### config.mk
export PLATFORM = sky130hd
export DESIGN_NAME = key_debouncer_flat
export DESIGN_NICKNAME = d
export VERILOG_FILES = /design/src/rtl/key_pkg.sv /design/src/rtl/key_debouncer_if.sv /design/src/rtl/key_debounce_ch.sv /design/src/rtl/key_debouncer.sv /design/src/flat_wrapper.sv
export SDC_FILE = /design/constraint.sdc
export NUM_CORES = 1
export LEC_CHECK = 0
export BUFFER_PORTS_ARGS = -buffer_cell sky130_fd_sc_hd__buf_2
export CORE_MARGIN = 5
export CORE_UTILIZATION = 55
export DETAILED_ROUTE_END_ITERATION = 8
export PLACE_DENSITY = 0.77
export RECOVER_POWER = 50
export REMOVE_ABC_BUFFERS = 1
export SLEW_MARGIN = 20
export SYNTH_ARGS = -nofsm -noshare
export SYNTH_HDL_FRONTEND = slang
export SYNTH_HIERARCHICAL = 1
export SYNTH_SLANG_ARGS = --single-unit
### constraint.sdc
create_clock -name clk_100mhz -period 2.2 [get_ports clk_100mhz]
set_clock_uncertainty 0.05 [all_clocks]
set_input_delay 0.33 -clock clk_100mhz [delete_from_list [all_inputs] [get_ports clk_100mhz]]
set_output_delay 0.33 -clock clk_100mhz [all_outputs]
set_load 0.02 [all_outputs]
### src/rtl/key_pkg.sv
// Shared definitions for the key debouncer: per-channel FSM state encodings
// and the counter-width helper used to size the confirm and repeat counters.
package key_pkg;

    typedef enum logic [1:0] {
        ST_RELEASED        = 2'b00,
        ST_CONFIRM_PRESS   = 2'b01,
        ST_HELD            = 2'b10,
        ST_CONFIRM_RELEASE = 2'b11
    } key_state_e;

    // Bits needed to count 0..n-1; never narrower than one bit.
    function automatic int cnt_width(input int n);
        return (n > 2) ? $clog2(n) : 1;
    endfunction

endpackage

### src/rtl/key_debouncer_if.sv
// Key bus between the raw key source (master) and the debouncer (slave).
interface key_debouncer_if #(
    parameter int N_KEYS = 8
);

    logic [N_KEYS-1:0] key_raw;
    logic [N_KEYS-1:0] key_level;
    logic [N_KEYS-1:0] key_press;
    logic [N_KEYS-1:0] key_release;

    modport master (
        output key_raw,
        input  key_level,
        input  key_press,
        input  key_release
    );

    modport slave (
        input  key_raw,
        output key_level,
        output key_press,
        output key_release
    );

endinterface

### src/rtl/key_debounce_ch.sv
// One debounced key channel: 2-flop synchronizer, 4-state confirm FSM and,
// when KEY_DEBOUNCE_REPEAT_EN is defined, an auto-repeat timer while held.
module key_debounce_ch
    import key_pkg::*;
#(
    parameter int STABLE_CYCLES = 1000000,
    parameter int REPEAT_DELAY  = 50000000,
    parameter int REPEAT_PERIOD = 10000000
) (
    input  logic clk_100mhz,
    input  logic rst,
    input  logic key_raw,
    output logic key_level,
    output logic key_press,
    output logic key_release
);

    localparam int               CNT_W    = cnt_width(STABLE_CYCLES);
    localparam logic [CNT_W-1:0] CNT_LAST = CNT_W'(STABLE_CYCLES - 1);

    if (STABLE_CYCLES < 2 || STABLE_CYCLES > (1 << 24) ||
        REPEAT_DELAY < 1 || REPEAT_PERIOD < 1) begin : g_param_check
        $error("key_debounce_ch: timing parameter out of range");
    end

    logic [1:0]       sync;
    logic             samp;
    key_state_e       state;
    logic [CNT_W-1:0] cnt;
    logic             rpt_fire;

    // NOTE: sequential state uses non-blocking assignments so every flop
    // samples the pre-edge value of its neighbours, like the real hardware.
    always_ff @(posedge clk_100mhz or posedge rst) begin
        if (rst) begin
            sync <= 2'b00;
        end else begin
            sync <= {sync[0], key_raw};
        end
    end

    assign samp = sync[1];

`ifdef KEY_DEBOUNCE_REPEAT_EN
    localparam int RPT_MAX = (REPEAT_DELAY > REPEAT_PERIOD) ? REPEAT_DELAY : REPEAT_PERIOD;
    localparam int RPT_W   = cnt_width(RPT_MAX);
    localparam logic [RPT_W-1:0] RPT_DELAY_LAST  = RPT_W'(REPEAT_DELAY - 1);
    localparam logic [RPT_W-1:0] RPT_PERIOD_LAST = RPT_W'(REPEAT_PERIOD - 1);

    logic [RPT_W-1:0] rpt_cnt;
    logic             rpt_first;

    // First repeat waits the long delay, later ones the short period.
    assign rpt_fire = (state == ST_HELD) && samp &&
                      (rpt_cnt == (rpt_first ? RPT_DELAY_LAST : RPT_PERIOD_LAST));

    always_ff @(posedge clk_100mhz or posedge rst) begin
        if (rst) begin
            rpt_cnt   <= '0;
            rpt_first <= 1'b1;
        end else if (state != ST_HELD || !samp) begin
            rpt_cnt   <= '0;
            rpt_first <= 1'b1;
        end else if (rpt_fire) begin
            rpt_cnt   <= '0;
            rpt_first <= 1'b0;
        end else begin
            rpt_cnt   <= rpt_cnt + RPT_W'(1);
        end
    end
`else
    assign rpt_fire = 1'b0;
`endif

    always_ff @(posedge clk_100mhz or posedge rst) begin
        if (rst) begin
            state       <= ST_RELEASED;
            cnt         <= '0;
            key_level   <= 1'b0;
            key_press   <= 1'b0;
            key_release <= 1'b0;
        end else begin
            key_press   <= 1'b0;
            key_release <= 1'b0;
            case (state)
                ST_RELEASED: begin
                    if (samp) begin
                        state <= ST_CONFIRM_PRESS;
                        cnt   <= '0;
                    end
                end
                ST_CONFIRM_PRESS: begin
                    if (!samp) begin
                        state <= ST_RELEASED;
                        cnt   <= '0;
                    end else if (cnt == CNT_LAST) begin
                        state     <= ST_HELD;
                        cnt       <= '0;
                        key_level <= 1'b1;
                        key_press <= 1'b1;
                    end else begin
                        cnt <= cnt + CNT_W'(1);
                    end
                end
                ST_HELD: begin
                    if (!samp) begin
                        state <= ST_CONFIRM_RELEASE;
                        cnt   <= '0;
                    end else begin
                        key_press <= rpt_fire;
                    end
                end
                ST_CONFIRM_RELEASE: begin
                    // A bounce back to pressed returns to HELD without a new press pulse.
                    if (samp) begin
                        state <= ST_HELD;
                        cnt   <= '0;
                    end else if (cnt == CNT_LAST) begin
                        state       <= ST_RELEASED;
                        cnt         <= '0;
                        key_level   <= 1'b0;
                        key_release <= 1'b1;
                    end else begin
                        cnt <= cnt + CNT_W'(1);
                    end
                end
                default: begin
                    state <= ST_RELEASED;
                    cnt   <= '0;
                end
            endcase
        end
    end

endmodule

### src/rtl/key_debouncer.sv
// N_KEYS independent debounced key channels on a shared key bus.
// Auto-repeat on held keys is built only when KEY_DEBOUNCE_REPEAT_EN is defined.
module key_debouncer #(
    parameter int N_KEYS        = 8,
    parameter int STABLE_CYCLES = 1000000,
    parameter int REPEAT_DELAY  = 50000000,
    parameter int REPEAT_PERIOD = 10000000
) (
    input  logic            clk_100mhz,
    input  logic            rst,
    key_debouncer_if.slave  bus
);

    for (genvar i = 0; i < N_KEYS; i++) begin : g_ch
        key_debounce_ch #(
            .STABLE_CYCLES (STABLE_CYCLES),
            .REPEAT_DELAY  (REPEAT_DELAY),
            .REPEAT_PERIOD (REPEAT_PERIOD)
        ) u_ch (
            .clk_100mhz  (clk_100mhz),
            .rst         (rst),
            .key_raw     (bus.key_raw[i]),
            .key_level   (bus.key_level[i]),
            .key_press   (bus.key_press[i]),
            .key_release (bus.key_release[i])
        );
    end

endmodule

### src/flat_wrapper.sv
// flat-port wrapper written by rule: the top's interface ports become plain ports
module key_debouncer_flat 
#(
    parameter int N_KEYS        = 8,
    parameter int STABLE_CYCLES = 1000000,
    parameter int REPEAT_DELAY  = 50000000,
    parameter int REPEAT_PERIOD = 10000000
)
  (clk_100mhz, rst, bus_key_raw, bus_key_level, bus_key_press, bus_key_release);
  key_debouncer_if #(.N_KEYS(N_KEYS)) bus_i ();
  input  logic clk_100mhz;
  input  logic rst;
  input wire logic [$bits(bus_i.key_raw)-1:0] bus_key_raw;
  output wire logic [$bits(bus_i.key_level)-1:0] bus_key_level;
  output wire logic [$bits(bus_i.key_press)-1:0] bus_key_press;
  output wire logic [$bits(bus_i.key_release)-1:0] bus_key_release;
  assign bus_i.key_raw = bus_key_raw;
  assign bus_key_level = bus_i.key_level;
  assign bus_key_press = bus_i.key_press;
  assign bus_key_release = bus_i.key_release;
  key_debouncer #(.N_KEYS(N_KEYS), .STABLE_CYCLES(STABLE_CYCLES), .REPEAT_DELAY(REPEAT_DELAY), .REPEAT_PERIOD(REPEAT_PERIOD)) u_core (.clk_100mhz(clk_100mhz), .rst(rst), .bus(bus_i));
endmodule
==> flow_metrics.tcl, run 1 <==
set metrics [dict create \
    drive_gt1_share_pct 16.09 \
    dp_hpwl_mm 15.87 \
    maxSlewViolCount 0 \
    fin_crit_ns 2.136 \
    path_class "register to register" \
    first_global_vias 9016 \
    placedCellCount 1485 \
    p_comb_share_pct 29.1 \
    antenna_found_initial 0 \
    syn_area_per_cell_um2 9.709 \
    maxCapViolCount 0 \
    clock_path_buffers 3 \
    synthToLayoutAreaGrowth_pct 14.21 \
    fmax_mhz 468.1 \
    final_cell_mix "dfrtp_1, nand2_1, nand3_1" \
    pin_count 34 \
    core_area_um2 20360 \
    num_rows 52 \
    synth.cell_area_um2 11430 \
    yosysWarnings 6 \
    power.switching_mw 4.170 \
    ys_top_cells_by_area "dfrtp_1, nand2_1, nand3_1" \
    cts_root_buf "clkbuf_16" \
    n_antenna_cell 0 \
    crit_required_ns 2.54 \
    gp_congestion 0.8443 \
    worst_pin_slew_ns 0.7933 \
    port_buffers 33 \
    die-area_um2 23760 \
    clkLatencyLatePin_ns 0.51 \
    dr_total_vias 9209 \
    min_path_cells 0 \
    ant_nets 0 \
    ys.flop_type "dfrtp_1" \
    wl_per_cell_um 15.48 \
    synthCells 1177 \
    drc 0 \
    placed_cell_area_um2 12070 \
    crit_fanout 13 \
    rsz0062_at_grt "yes" \
    pwr-share-seq_pct 37.5 \
    via_per_inst 5.964 \
    firstDrtPassIters 5 \
    end_kind "register" \
    dp_slack_ns -0.04861 \
    final_cells 1544 \
    cts_tree "built" \
    cts-buffers-inserted 24 \
    ys_ff_latch 216 \
    fillCellCount 1611 \
    crit_path_start_kind "register" \
    finish.utilization_pct 64.09 \
    drt-initial-drc-count 485 \
    synth_cell_types 53 \
    fin_tns_setup_ns 0 \
    p_sw_share_pct 33.36 \
    setup_viol 0 \
    final_common_cell "dfrtp_1" \
    overflow 0 \
    clock-sinks 216 \
    peakVddDrop_mv 0.7278 \
    hold_ws_ns 0.2986 \
    fp.dieH_um 154.1 \
    ys_seq_area_share_pct 47.30 \
    track_usage_pct 19.86 \
    finalNetCount 1275 \
    hp-class "register to register" \
    finalWirelength_mm 23.89 \
    fin_ws_ns 0.06388 \
    leakage_nw 5.634 \
    power.share.clock_pct 33.4 \
    internal_power_mw 8.330 \
    finalPower_mw 12.50 \
    slew_headroom_pct 47.11 \
    p_per_area_nw_per_um2 957.8 \
    path_clk_slew_ns 0.06 \
    cp_data_arrival_time_ns 2.48 \
    fp.dieW_um 154.1 \
    synthArstFlopShare_pct 100.0 \
    synth-edff-count 0 \
    grt_max_degree 31 \
    synth_top_area_share_pct 47.30 \
    report.final.hold_viol_count 0 \
    final_cell_area_um2 13050 \
    grt_first_pass_wirelength_mm 41.30 \
    fin_crit_sh_pct 97.10 \
    status "finished clean" \
    yosysTopAreaCell "dfrtp_1" \
    r2r_cells 6 \
    start_util_pct 56.11 \
    htreeDepth 1 \
]
-- power groups by stage --
stage               Combinational [mW]  Clock (mW)  Sequential (mW)
floorplan                         2.35           0             4.67
global placement                  3.38           0             4.74
detailed placement                3.50           0             4.75
CTS                               3.55        4.29             4.69
global route                      4.04        4.43             4.76
finish                            3.64        4.17             4.69
-- final cells by class --
type	count	area, um^2	area share, %
clock inverter	8	146.4	1.122
multi-input combinational	864	5525	42.34
inverter	43	161.4	1.237
tap	270	337.8	2.588
clock buffer	35	683.2	5.234
sequential	216	5405	41.41
timing repair buffer	108	792.0	6.068
-- worst max-delay path, stage by stage, from the launching register on --
cell and delay [ns]:
dfrtp_1 0.38, or4b_4 0.56, nor4_4 0.36, a21oi_4 0.13, buf_12 0.16, a21o_1 0.16
a22o_1 0.23
-- kinds of logic (layout without fill, tap and decap cells) --
kind of cell | count (synthesis) | in the layout | synth area share, %
mux | 36 | 36 | 3.350
fa+ha+maj | 8 | 8 | 0.8760
compound gates | 294 | 294 | 16.66
buf+inv | 97 | 194 | 4.686
xor+xnor | 30 | 30 | 2.299
flops | 216 | 216 | 47.30
simple gates | 496 | 496 | 24.82
-- worst paths after layout --
path	start	endpoint	slack, ns
min in group asynchronous	rst	u_core/g_ch[6].u_ch/cnt[9]	0.59
max in group asynchronous	rst	u_core/g_ch[6].u_ch/cnt[4]	0.42
max	u_core/g_ch[3].u_ch/cnt[10]	u_core/g_ch[3].u_ch/cnt[12]	0.06
max reg2reg	u_core/g_ch[3].u_ch/cnt[10]	u_core/g_ch[3].u_ch/cnt[12]	0.06
min reg2reg	u_core/g_ch[7].u_ch/sync[0]	u_core/g_ch[7].u_ch/sync[1]	0.30
min	u_core/g_ch[7].u_ch/sync[0]	u_core/g_ch[7].u_ch/sync[1]	0.30
-- metal layers --
layer / global-route usage (%) / routed length [um] / vias to the layer above
met5: 0 / 0 / -
met4: 5.130 / 502 / 0
met3: 2.417 / 947 / 35
met2: 34.09 / 11670 / 200
met1: 26.88 / 10770 / 4471
li1: - / - / 4503
-- timing repair --
item	in CTS	in global routing
pin swaps	0	3
cloned	0	1
hold endpoints to repair	196	0
setup buffers	0	6
hold buffers	9	0
gates resized for setup	1	5
setup endpoints to repair	2	18
-- synth_stat cells (all sizes together) (9+ instances only) --
cell type,count
dfrtp,216
mux2i,21
o211ai,10
a21oi,76
a41oi,16
o21ai,66
or4,15
nor4,15
mux2,15
nand2b,9
buf,25
and2,17
a31oi,64
nor3,23
nand4,45
a21o,15
or4b,14
nand2,128
nor2,82
xor2,23
and3,12
inv,43
clkbuf,29
a22o,37
nand3,95
-- flip-flops by register name, indices dropped and copies added, names as in the netlist, named ones only --
signal	flops
u_core/g_ch.u_ch/key_level	8
u_core/g_ch.u_ch/state	8
u_core/g_ch.u_ch/cnt	160
u_core/g_ch.u_ch/key_release	8
u_core/g_ch.u_ch/sync	16
u_core/g_ch.u_ch/key_press	8
Note: power is estimated with default switching activity, not from simulation.
==> run 2: changes to the inputs <==
==> constraint.sdc (replaced) <==
create_clock -name clk_100mhz -period 2.2 [get_ports clk_100mhz]
set_clock_uncertainty 0.05 [all_clocks]
set_input_delay 0.44 -clock clk_100mhz [delete_from_list [all_inputs] [get_ports clk_100mhz]]
set_output_delay 0.44 -clock clk_100mhz [all_outputs]
set_load 0.02 [all_outputs]
==> flow_metrics.tcl, run 2 (synthesized netlist as in run 1, its figures left out) <==
set metrics [dict create \
    cts_tree "built" \
    p_sw_share_pct 33.35 \
    dp_slack_ns -0.04861 \
    finalPower_mw 12.49 \
    drc 0 \
    pwr-share-seq_pct 37.6 \
    maxCapViolCount 0 \
    synthToLayoutAreaGrowth_pct 14.08 \
    crit_required_ns 2.54 \
    reg.largest.list "u_core/g_ch.u_ch/cnt: 160 flops, u_core/g_ch.u_ch/sync: 16 flops" \
    grt_max_degree 31 \
    p_comb_share_pct 29.0 \
    fp.dieH_um 154.1 \
    final_cell_area_um2 13040 \
    grt_use_met1_pct 26.89 \
    cts-buffers-inserted 24 \
    firstDrtPassIters 5 \
    n_antenna_cell 0 \
    gp_congestion 0.8443 \
    power.switching_mw 4.166 \
    core_area_um2 20360 \
    antenna_found_initial 0 \
    path_class "register to register" \
    fp.dieW_um 154.1 \
    final_common_cell "dfrtp_1" \
    r2r_setup_slack_ns 0.06 \
    cts_root_buf "clkbuf_16" \
    first_global_vias 9010 \
    clock-sinks 216 \
    clock_path_buffers 3 \
    ant_nets 0 \
    end_kind "register" \
    r2r_cells 6 \
    report.final.hold_viol_count 0 \
    htreeDepth 1 \
    p_per_area_nw_per_um2 958.5 \
    rsz0062_at_grt "yes" \
    dr_total_vias 9250 \
    wl_per_cell_um 15.42 \
    rr_startpoint "u_core/g_ch[3].u_ch/cnt[10]" \
    top_register "u_core/g_ch.u_ch/cnt" \
    worst_pin_slew_ns 1.471 \
    fmax_mhz 467.9 \
    leakage_nw 5.617 \
    use_met3_pct 2.417 \
    endpoint "u_core/g_ch[3].u_ch/cnt[12]" \
    hp-class "input port to async pin" \
    met2_usage_pct 34.07 \
    slew_headroom_pct 1.967 \
    placed_cell_area_um2 12070 \
    drt-initial-drc-count 511 \
    drive_gt1_share_pct 15.79 \
    finalNetCount 1274 \
    grt_busiest_layer "met2" \
    cp_data_arrival_time_ns 2.48 \
    port_buffers 33 \
    overflow 0 \
    path_clk_slew_ns 0.06 \
    fin_crit_ns 2.137 \
    crit_path_start_kind "register" \
    crit_fanout 13 \
    pin_count 34 \
    fin_crit_sh_pct 97.15 \
    grt_first_pass_wirelength_mm 41.29 \
    largest_reg_flops 160 \
    fillCellCount 1614 \
    final_cell_mix "dfrtp_1, nand2_1, nand3_1" \
    fin_ws_ns 0.06278 \
    die-area_um2 23760 \
    clkLatencyLatePin_ns 0.51 \
    internal_power_mw 8.328 \
    peakVddDrop_mv 0.7252 \
    status "finished clean" \
    via_per_inst 5.995 \
    power.share.clock_pct 33.4 \
    setup_viol 0 \
    maxSlewViolCount 0 \
    r2r-end "u_core/g_ch[3].u_ch/cnt[12]" \
    critPathLaunch "u_core/g_ch[3].u_ch/cnt[10]" \
    dp_hpwl_mm 15.87 \
    num_rows 52 \
    fin_tns_setup_ns 0 \
    track_usage_pct 19.86 \
    finalWirelength_mm 23.80 \
    start_util_pct 56.11 \
]
## run 2: critical path, cell delays in order (launching register included)
cell	delay, ns
dfrtp_1	0.38
or4b_4	0.56
nor4_4	0.36
a21oi_4	0.13
buf_12	0.17
a21o_1	0.16
a22o_1	0.23
## run 2: stage by stage
stage	cells	hold slack (ns)	util [%]
3_3_place_gp	1485	0.2910	59.29
3_5_place_dp	1485	0.2871	59.29
5_1_grt	1543	0.2292	64.01
2_1_floorplan	1123	0.2812	-
4_1_cts	1536	0.06608	63.79
6_report	1543	0.1444	64.01
## run 2: routing by layer
metal	routed length, um	share of wire (%)
met5	0	0
met2	11650	49
met3	1032	4.3
met1	10590	45
met4	527	2.2
## run 2: how the worst min path moves through the flow
| stage | slack, ns | depth (start not counted) | to | from |
|---|---|---|---|---|
| 5_1_grt | 0.23 | 2 | u_core/g_ch[6].u_ch/cnt[19] | rst |
| 3_3_place_gp | 0.29 | 0 | u_core/g_ch[3].u_ch/sync[1] | u_core/g_ch[3].u_ch/sync[0] |
| 6_report | 0.14 | 2 | u_core/g_ch[6].u_ch/cnt[9] | rst |
| 3_5_place_dp | 0.29 | 0 | u_core/g_ch[7].u_ch/sync[1] | u_core/g_ch[7].u_ch/sync[0] |
| 4_1_cts | 0.07 | 3 | u_core/g_ch[0].u_ch/cnt[15] | rst |
| 2_1_floorplan | 0.28 | 0 | u_core/g_ch[0].u_ch/sync[1] | u_core/g_ch[0].u_ch/sync[0] |
## run 2: layout make-up
| cell class | instances | area [um^2] | share of cell area [%] |
|---|---|---|---|
| Sequential cell | 216 | 5405 | 41.46 |
| Multi-Input combinational cell | 864 | 5525 | 42.38 |
| Tap cell | 270 | 337.8 | 2.591 |
| Clock buffer | 35 | 683.2 | 5.240 |
| Timing Repair Buffer | 107 | 777.0 | 5.960 |
| Clock inverter | 8 | 146.4 | 1.123 |
| Inverter | 43 | 161.4 | 1.238 |
## run 2: power groups by stage
stage | clock [mW] | combinational, mW | sequential [mW]
after floorplan | 0 | 2.35 | 4.67
after global placement | 0 | 3.38 | 4.74
after detailed placement | 0 | 3.50 | 4.75
after CTS | 4.29 | 3.55 | 4.69
after global routing | 4.43 | 4.04 | 4.76
final | 4.17 | 3.63 | 4.69
## run 2: what timing repair did
action / in CTS / in global routing
cloned: 0 / 1
setup buffers: 0 / 6
endpoints found under the setup margin: 2 / 18
pin swaps: 0 / 3
resized for setup: 1 / 5
hold buffers: 8 / 0
hold endpoints to repair: 8 / 0
==> run 3: changes to the inputs <==
- BUFFER_PORTS_ARGS: -buffer_cell sky130_fd_sc_hd__buf_2 -> -buffer_cell sky130_fd_sc_hd__buf_4
==> flow_metrics.tcl, run 3 (synthesized netlist as in run 1, its figures left out) <==
set metrics [dict create \
    end_kind "register" \
    grt_use_met1_pct 27.81 \
    fp.dieW_um 154.1 \
    final_cell_mix "dfrtp_1, nand2_1, nand3_1" \
    cp_data_arrival_time_ns 2.58 \
    drive_gt1_share_pct 18.01 \
    dr_total_vias 9298 \
    rr_startpoint "u_core/g_ch[5].u_ch/cnt[8]" \
    top_register "u_core/g_ch.u_ch/cnt" \
    gp_congestion 0.8424 \
    r2r-end "u_core/g_ch[5].u_ch/cnt[12]" \
    maxSlewViolCount 0 \
    num_rows 52 \
    wl_per_cell_um 15.44 \
    clock_path_buffers 3 \
    firstDrtPassIters 5 \
    cts_tree "built" \
    antenna_found_initial 0 \
    r2r_setup_slack_ns -0.02 \
    track_usage_pct 19.47 \
    start_util_pct 56.11 \
    drc 0 \
    drt-initial-drc-count 449 \
    cts_root_buf "clkbuf_16" \
    report.final.hold_viol_count 0 \
    rsz0062_at_grt "yes" \
    crit_family "simple AND/OR/NAND/NOR gates" \
    largest_reg_flops 160 \
    placedCellCount 1488 \
    via_per_inst 5.945 \
    fin_ws_ns -0.01537 \
    dp_hpwl_mm 15.52 \
    crit_fanout 8 \
    htreeDepth 1 \
    r2r_cells 6 \
    first_global_vias 8613 \
    crit_required_ns 2.56 \
    fmax_mhz 451.4 \
    min_path_cells 0 \
    pin_count 34 \
    reg.largest.list "u_core/g_ch.u_ch/cnt: 160 flops, u_core/g_ch.u_ch/sync: 16 flops" \
    violations "negative setup slack" \
    grt_busiest_layer "met2" \
    maxCapViolCount 0 \
    dp_slack_ns -0.01362 \
    p_per_area_nw_per_um2 953.2 \
    final_common_cell "dfrtp_1" \
    finalNetCount 1295 \
    slowest_stage "or4b_4" \
    path_clk_slew_ns 0.06 \
    path_class "register to register" \
    status "complete, but fails checks" \
    grt_max_degree 31 \
    fin_crit_sh_pct 100.7 \
    worst_pin_slew_ns 0.6983 \
    hp-class "register to register" \
    setup_viol 2 \
    crit_path_cell_trace "or4b_4, nor4_4, a21oi_4, buf_12, a21o_1, a22o_1" \
    slowest_delay_ns 0.55 \
    cts-buffers-inserted 24 \
    overflow 0 \
    die-area_um2 23760 \
    fp.dieH_um 154.1 \
    crit_path_start_kind "register" \
    cp_num_buf_inv 1 \
    ant_nets 0 \
    met2_usage_pct 31.91 \
    hp-start "u_core/g_ch[6].u_ch/sync[0]" \
    core_area_um2 20360 \
    finalWirelength_mm 24.14 \
    synthToLayoutAreaGrowth_pct 17.22 \
    clock-sinks 216 \
    port_buffers 33 \
    peakVddDrop_mv 0.6541 \
    leakage_nw 5.824 \
    final_cells 1564 \
    use_met3_pct 2.754 \
    grt_first_pass_wirelength_mm 40.58 \
    min_to "u_core/g_ch[6].u_ch/sync[1]" \
    n_antenna_cell 0 \
    clkLatencyLatePin_ns 0.52 \
    slew_headroom_pct 53.45 \
    fin_crit_ns 2.215 \
]
==> run 3: metrics by stage <==
stage          TNS (ns)  cell area (um^2)  power (mW)  util [%]  hold slack [ns]
2_1_floorplan         0             11050       7.023         -           0.2812
3_3_place_gp          0             12170       8.154     59.74           0.2843
3_5_place_dp   -0.01362             12170       8.260     59.74           0.2847
4_1_cts               0             13080       12.43     64.25           0.2982
5_1_grt         -0.8330             13400       13.47     65.78           0.3090
6_report       -0.01946             13400       12.77     65.78           0.2976
==> run 3: worst max-delay path by stage <==
stage / from / to / slack (ns) / cells past startpoint
after CTS: u_core/g_ch[4].u_ch/cnt[7] / register / 0.03 / 5
after floorplan: u_core/g_ch[0].u_ch/cnt[0] / register / 0.05 / 6
after global placement: u_core/g_ch[7].u_ch/cnt[0] / u_core/g_ch[7].u_ch/cnt[6] / 0.01 / 6
after detailed placement: u_core/g_ch[7].u_ch/cnt[0] / u_core/g_ch[7].u_ch/cnt[16] / -0.01 / 6
final: u_core/g_ch[5].u_ch/cnt[8] / u_core/g_ch[5].u_ch/cnt[12] / -0.02 / 6
after global routing: u_core/g_ch[5].u_ch/cnt[8] / u_core/g_ch[5].u_ch/cnt[12] / -0.05 / 6
==> run 3: layer usage <==
metal | vias up | part of all wire [%]
met5 | - | 0
met4 | 0 | 1.6
met3 | 30 | 4.1
met2 | 211 | 49
met1 | 4521 | 46
li1 | 4536 | -
==> run 3: worst register-to-register path: stages (launching register included) <==
cell and delay (ns):
dfrtp_1 0.43, or4b_4 0.55, nor4_4 0.39, a21oi_4 0.15, buf_12 0.17, a21o_1 0.15, a22o_1 0.22
==> run 3: repair_timing <==
action                                 4_1_cts  5_1_grt
setup endpoints to repair                    3       19
pin swaps                                    0       13
buffers inserted                             0       20
gates cloned                                 0        4
endpoints found under the hold margin       19        0
hold buffers                                 9        0
resized for setup                            1       19
==> run 3: final cells by class <==
cell class | count | area, um^2
Clock buffer | 38 | 733.2
Clock inverter | 5 | 86.33
Sequential cell | 216 | 5406
Tap cell | 270 | 337.8
Inverter | 43 | 161.4
Fill cell | 1584 | 6969
Timing Repair Buffer | 128 | 1099
Multi-Input combinational cell | 864 | 5572
==> run 3: where the power goes <==
part	internal [mW]	total [mW]	switching [mW]
clock	2.51	4.10	1.58
combinational	1.67	3.97	2.30
sequential	4.30	4.70	0.404
total	8.48	12.8	4.29
